## config.mk

```make
export PLATFORM = sky130hd
export DESIGN_NAME = bch_correct_buffer
export DESIGN_NICKNAME = d
export VERILOG_FILES = /design/src/rtl/bch_correct_buffer.sv
export SDC_FILE = /design/constraint.sdc
export NUM_CORES = 1
export LEC_CHECK = 0
export ABC_AREA = 1
export BUFFER_PORTS_ARGS = -buffer_cell sky130_fd_sc_hd__buf_2
export CAP_MARGIN = 15
export CORE_AREA = 4 4 54 56
export DETAILED_ROUTE_END_ITERATION = 10
export DIE_AREA = 0 0 58 60
export PLACE_DENSITY = 0.85
export SKIP_LAST_GASP = 1
export SLEW_MARGIN = 20
export SYNTH_ARGS = -nofsm -noshare
export SYNTH_HDL_FRONTEND = slang
export SYNTH_SLANG_ARGS = --single-unit
```

## constraint.sdc

```tcl
create_clock -name clk -period 1.1 [get_ports clk]
set_input_delay 0.055 -clock clk [delete_from_list [all_inputs] [get_ports clk]]
set_output_delay 0.055 -clock clk [all_outputs]
set_load 0.02 [all_outputs]
```

## src/rtl/bch_correct_buffer.sv

```systemverilog
// bch_correct_buffer: receive-side correction buffer for the BCH decode path.
// Loads a serial codeword (MSB-first), keeps the leading DATA_BITS as the data
// word, applies the Chien-search error-locator stream as a flip mask, then
// holds the corrected word behind a valid/ack handshake.
module bch_correct_buffer #(
   parameter int DATA_BITS = 4,
   parameter int CODE_BITS = 15,
   parameter int BITS      = 1
) (
   input  logic                             clk,
   input  logic                             rst,
   input  logic                             code_valid,
   input  logic [BITS-1:0]                  code_in,
   output logic                             code_ready,
   input  logic                             err_first,
   input  logic                             err_valid,
   input  logic [BITS-1:0]                  err,
   output logic [DATA_BITS-1:0]             data_out,
   output logic [$clog2(DATA_BITS+1)-1:0]   err_count,
   output logic                             data_valid,
   input  logic                             data_ack,
   output logic                             protocol_err
);

   localparam int CODE_BEATS = CODE_BITS / BITS;
   localparam int DATA_BEATS = DATA_BITS / BITS;
   localparam int CBW        = $clog2(CODE_BEATS + 1);
   localparam int EBW        = $clog2(DATA_BEATS + 1);
   localparam int CNTW       = $clog2(DATA_BITS + 1);

   localparam logic [CBW-1:0] CODE_LAST = CBW'(CODE_BEATS - 1);
   localparam logic [CBW-1:0] DATA_END  = CBW'(DATA_BEATS);
   localparam logic [EBW-1:0] ERR_LAST  = EBW'(DATA_BEATS - 1);

   typedef enum logic [1:0] {
      S_LOAD    = 2'd0,
      S_CORRECT = 2'd1,
      S_OUT     = 2'd2
   } state_t;

   state_t               state;
   state_t               state_nxt;
   logic [CBW-1:0]       code_cnt;
   logic [EBW-1:0]       err_idx;
   logic [DATA_BITS-1:0] data_reg;
   logic [DATA_BITS-1:0] mask;
   logic [CNTW-1:0]      err_cnt_q;
   logic                 prot_q;

   logic                 code_acc;
   logic                 err_beat;
   logic                 err_acc;
   logic                 last_code;
   logic                 last_err;
   logic [EBW-1:0]       err_pos;
   logic [DATA_BITS-1:0] err_ext;
   logic [DATA_BITS-1:0] mask_nxt;
   logic [CNTW-1:0]      beat_pop;
   logic [CNTW-1:0]      cnt_nxt;

   assign code_acc  = (state == S_LOAD) && code_valid;
   assign err_beat  = err_first || err_valid;
   assign err_acc   = (state == S_CORRECT) && err_beat;
   assign last_code = code_acc && (code_cnt == CODE_LAST);
   // err_first restarts the pass, so its beat always lands at index 0
   assign err_pos   = err_first ? '0 : err_idx;
   assign last_err  = err_acc && (err_pos == ERR_LAST);

   // Place the error beat at its data bit position and fold it into the mask
   always_comb begin
      err_ext = '0;
      err_ext[BITS-1:0] = err;
      mask_nxt = (err_first ? '0 : mask) ^ (err_ext << (int'(err_pos) * BITS));
   end

   // Number of flips carried by the current error beat, added to the running count
   always_comb begin
      beat_pop = '0;
      for (int unsigned i = 0; i < BITS; i++) begin
         beat_pop = beat_pop + CNTW'(err[i]);
      end
      cnt_nxt = (err_first ? '0 : err_cnt_q) + beat_pop;
   end

   // State register
   always_ff @(posedge clk or posedge rst) begin
      if (rst) state <= S_LOAD;
      else     state <= state_nxt;
   end

   // Next-state logic: load codeword, collect error beats, hold result until ack
   always_comb begin
      state_nxt = state;
      unique case (state)
         S_LOAD:    if (last_code) state_nxt = S_CORRECT;
         S_CORRECT: if (last_err)  state_nxt = S_OUT;
         S_OUT:     if (data_ack)  state_nxt = S_LOAD;
         default:   state_nxt = S_LOAD;
      endcase
   end

   // Datapath: codeword capture, mask/count accumulation, sticky protocol flag
   always_ff @(posedge clk or posedge rst) begin
      if (rst) begin
         code_cnt  <= '0;
         err_idx   <= '0;
         data_reg  <= '0;
         mask      <= '0;
         err_cnt_q <= '0;
         prot_q    <= 1'b0;
      end else begin
         if (code_acc) begin
            code_cnt <= last_code ? '0 : code_cnt + CBW'(1);
            // only the leading data beats are kept; ECC beats are dropped
            if (code_cnt < DATA_END) data_reg <= DATA_BITS'({data_reg, code_in});
         end
         if (last_code) begin
            mask      <= '0;
            err_idx   <= '0;
            err_cnt_q <= '0;
         end
         if (err_acc) begin
            mask      <= mask_nxt;
            err_cnt_q <= cnt_nxt;
            err_idx   <= err_pos + EBW'(1);
         end
         if (err_beat && (state != S_CORRECT)) prot_q <= 1'b1;
      end
   end

   assign code_ready   = (state == S_LOAD);
   assign data_valid   = (state == S_OUT);
   assign data_out     = (state == S_OUT) ? (data_reg ^ mask) : '0;
   assign err_count    = err_cnt_q;
   assign protocol_err = prot_q;

endmodule

```

### After elaboration in Yosys (flattened, before gate mapping)

Cells that the tools add are included.

* add/sub/neg operators: 3
* multiply operators: 0
* div/mod/pow operators: 0
* $lt $le $gt $ge: 1
* equal/unequal tests: 8
* shift operators: 1
* multiplexer cells: 14
* bitwise operators: 2
* reductions and logical operators: 10

Operators with widths (number)
* $mux 4: 5
* $mux 3: 5
* $xor 4x4->4: 2
* $mux 2: 3
* $ne 2x1->1 const B: 3
* $pmux 2 s3: 1
* $logic_and 1x1->1: 5
* $add 4x1->4 const B: 1
* $eq 4x4->1 const B: 1
* $lt 4x3->1 const B: 1
* $shl 1x3->4: 1
* $add 3x1->3: 1
* $add 3x1->3 const B: 1
* $eq 3x2->1 const B: 1
* $reduce_and 3->1: 1
* $eq 2x1->1 const B: 1
* $eq 2x2->1 const B: 1
* $logic_not 2->1: 1
* $ne 2x2->1 const B: 1
* $reduce_and 2->1: 1
* $reduce_bool 2->1: 1
* $logic_or 1x1->1: 1

* bits in registers: 21
* latch bits: 0
* bits in writable memories: 0
* memory bits (read-only): 0
* input bits: 8
* output and inout port bits: 10
* logic and storage cells: 46
* memories: 0

### Logic depth before layout (Yosys ltp)

* depth after elaboration: 5
* mapped depth: 8
* mapped depth without buffers: 8

### Worst setup path before layout

OpenSTA, ideal clock, no wires.

* path type: flip-flop to flip-flop
* from: reg state[0]
* to: reg err_cnt_q[2] (netlist: err_count[2])
* setup time: 122 ps
* arrival: 1287 ps
* required time: 978 ps
* slack: -309 ps
* stages on the path, launching flop included: 7
* path buffers: 0
* period minus slack after synthesis: 1409 ps
* path through: dfrtp_1 -> nor2_1 -> nand2_2 -> nor2_1 -> nor2_4 -> nand2_1 -> o21ai_1

* longest elaborated chain between the ends: 4
* elaborated cells on any way between the ends: 7
* those cells by class: eq/ne: 1; mux: 1; reduce/logical: 5

RTL lines
* start: declaration: line 41 `state_t state;`
* start signal: assignment: line 88 `else state <= state_nxt;`
* $logic_not 2->1
* named net code_ready: line 14 `output logic code_ready,`
* $logic_and 1x1->1: line 61 `assign code_acc = (state == S_LOAD) && code_valid;`
* $logic_and 1x1->1: line 64 `assign last_code = code_acc && (code_cnt == CODE_LAST);`
* $reduce_bool 2->1 (no line)
* end signal: assignment: line 124 `err_cnt_q <= cnt_nxt;`
* end: declaration: line 47 `logic [CNTW-1:0] err_cnt_q;`

The timed path passes the listed nets, and every way through them passes these cells.
A chain may end at the register's enable or synchronous reset.

### Final worst setup path

* from: reg state[0]
* to: reg mask[0]

* longest elaborated chain between the ends: 4
* elaborated cells on any way between the ends: 7
* those cells by class: eq/ne: 1; mux: 1; reduce/logical: 5

RTL lines
* $logic_not 2->1: line 61
* $logic_and 1x1->1: line 61
* $logic_and 1x1->1: line 64
* $reduce_bool 2->1 (no line)
* end signal: assignment: line 123 `mask <= mask_nxt;`
* end: declaration: line 46 `logic [DATA_BITS-1:0] mask;`

Several ways; a longest one is shown, not always the timed one.

==> results.sh <==
export IMPL_synth_top_area_cell="dfrtp_1"
export IMPL_hold_viol_final=0
export IMPL_skew_ns=0.006863
export IMPL_ctsRootBufferMaster="clkbuf_4"
export IMPL_cp_required_ns=1.30
export IMPL_critPathCaptureType="flip-flop"
export IMPL_netlist_area_leader_share=0.4412
export IMPL_dp_hpwl_mm=2.184
export IMPL_worst_r2r_startpoint="state[0]"
export IMPL_io_pin_count=18
export IMPL_leakagePower_uw=0.0008950
export IMPL_start_util=0.4897
export IMPL_synth_distinct_cells=20
export IMPL_dr_pass1_iters=4
export IMPL_path_common_cell="nor2_4"
export IMPL_grt_pass1_wl_mm=5.658
export IMPL_fp_row_count=18
export IMPL_path_class="flip-flop to flip-flop"
export IMPL_cp_top_family="simple AND/OR/NAND/NOR gates"
export IMPL_worstHoldStart="code_in"
export IMPL_synth_area_leaders="dfrtp_1 (44%), nand2_1 (15%), inv_1 (7.9%), ha_1 (6.3%), nand3_1 (5.0%)"
export IMPL_synth_fa_ha_area_frac=0.06303
export IMPL_area_delta_synth_final_pct=49.68
export IMPL_grt_setup_unrepaired="true"
export IMPL_finish_utilization=0.7330
export IMPL_cts_tree="built"
export IMPL_maxCapViolCount=0
export IMPL_period_minus_slack_ns=1.315
export IMPL_routed_wl_mm=3.137
export IMPL_cts_sinks=21
export IMPL_crit_start="state[0]"
export IMPL_worst_pin_slew_ns=0.3463
export IMPL_power_density_nw_per_um2=2289
export IMPL_antenna_found_initial=0
export IMPL_final_common_cell="nand2_1"
export IMPL_grt_ovfl_total=0
export IMPL_period_share=1.196
export IMPL_cpMaxStageDelayCell="dfrtp_1"
export IMPL_antenna_left=0
export IMPL_yosys_area_share_simple=0.2994
export IMPL_htreeDepth=1
export IMPL_n_antenna_cell=0
export IMPL_cp_data_arrival_time_ns=1.51
export IMPL_hp_class="input port to flip-flop"
export IMPL_final_nets=220
export IMPL_vias=1184
export IMPL_track_usage=0.2160
export IMPL_dieArea_um2=3480
export IMPL_synthXorXnorAreaFrac=0.01471
export IMPL_drcViolationCount=0
export IMPL_yosys_warnings=0
export IMPL_die_x_um=58
export IMPL_clock_latency_ns=0.30
export IMPL_drive_gt1_frac=0.4488
export IMPL_syn_inst=155
export IMPL_maxSlewHeadroom=0.7683
export IMPL_violations="setup timing"
export IMPL_peakVddDrop_mv=1.540
export IMPL_max_stage_delay_ns=0.41
export IMPL_setup_viol=26
export IMPL_path_max_fanout=5
export IMPL_cp_cell_sequence="buf_4 -> nor2_4 -> nand2_4 -> nor2_4 -> nor2_4 -> nand2_1 -> nand2_1"
export IMPL_synth_sequential_area_ratio=0.4412
export IMPL_synth_compound_area_frac=0.09979
export IMPL_grt_start_max_net_pins=12
export IMPL_finish_instance_area_um2=1783
export IMPL_slew_viol_final=0
export IMPL_clock_path_buffers=2
export IMPL_path_buf_inv=1
export IMPL_clkSlewWorstSetupHoldPaths_ns=0.12
export IMPL_ys_ff_latch=21
export IMPL_vias_per_cell=5.038
export IMPL_cts_made_buffers=3
export IMPL_wl_per_cell_um=13.35
export IMPL_portBuffers=17
export IMPL_syn_nets=169
export IMPL_syn_area_um2=1191
export IMPL_status="complete, but fails checks"
export IMPL_place_gp_congestion=0.8197
export IMPL_fp_dieH_um=60
export IMPL_synth_top_family_by_area="simple AND/OR/NAND/NOR gates"
export IMPL_start_kind="flip-flop"
export IMPL_grt_pass1_vias=1244
export IMPL_fmax_mhz=760.2
export IMPL_dpl_cell_area_um2=1508
export IMPL_syn_avg_cell_area_um2=7.685
export IMPL_layout_setup_ws_ns=-0.2154
export IMPL_final_cell_mix="nand2_1 (40), buf_4 (26), dfrtp_1 (20)"
export IMPL_synthMuxAreaShare=0
export IMPL_core_um2=2432
export IMPL_drt_iter0_markers=45
[power breakdown]
| part | total [uW] | internal (uW) | switching, uW | leakage [uW] |
|---|---|---|---|---|
| logic | 2360 | 1070 | 1290 | 0.000617 |
| clock network | 368 | 141 | 226 | 0.0000150 |
| registers | 1350 | 1080 | 270 | 0.000263 |
[area by class of cell]
cell class,count,area (um2)
multi-input combinational,109,743.2
fill,180,649.4
sequential,21,526.8
timing repair buffer,45,346.6
inverter,26,102.6
tap,30,37.54
clock buffer,4,26.28
[through the flow]
stage          power, uW  instances  TNS, ns  hold WS (ns)  worst slack, ns
6_report            4081        235   -3.724       0.03866          -0.2154
2_1_floorplan       2399        155  -0.2723       0.03146         -0.04839
5_1_grt             4441        235   -5.387       0.02564          -0.2857
4_1_cts             3800        232   -3.063       0.03064          -0.2148
3_3_place_gp        2919        217  -0.3350      0.001740         -0.04172
3_5_place_dp        3055        217   -1.240       0.01306          -0.1612
[layer usage]
layer	global-route usage	wire (um)	vias up
met5	0	0	-
met4	0.06954	48	0
met3	0.02592	133	6
met2	0.4258	1773	28
met1	0.2374	1181	562
li1	-	-	588
[what timing repair did]
| action | in CTS | in global routing |
|---|---|---|
| endpoints found under the hold margin | 22 | 0 |
| pin swaps | 10 | 7 |
| setup endpoints to repair | 21 | 26 |
| gates cloned | 1 | 0 |
| resized for setup | 29 | 20 |
| hold buffers | 2 | 0 |
| setup buffers | 8 | 3 |
[logic make-up (layout without fill, tap and decap cells)]
group                      after synthesis  in the layout
AOI/OAI and AO/OA                       20             20
DFF                                     21             21
buffers and inverters                   26             75
and+or+nand+nor                         80             81
xor gates and xnor gates                 2              2
adders and majority gates                6              6
[worst paths after layout]
path                            slack [ns]  depth (start not counted)            to
worst max-delay path                 -0.22                          7       mask[0]
worst min-delay path                  0.04                          3   data_reg[0]
worst max register to register       -0.22                          7       mask[0]
worst min register to register        0.49                          1  protocol_err
max in group asynchronous             0.44                          4   data_reg[3]
min in group asynchronous             0.22                          3    err_idx[2]
[tightest hold or removal path: stages]
cell,delay (ns)
buf_2,0.11
nor2_4,0.10
a21oi_2,0.04
[synth_stat cells (all sizes together)]
library cell,count
a21oi,7
dfrtp,21
ha,6
inv,26
nand2,49
nand3,12
nor2,19
o21ai,11
o21bai,1
o22ai,1
xnor2,1
xor2,1
No activity file was read; power rests on OpenSTA's default activity.
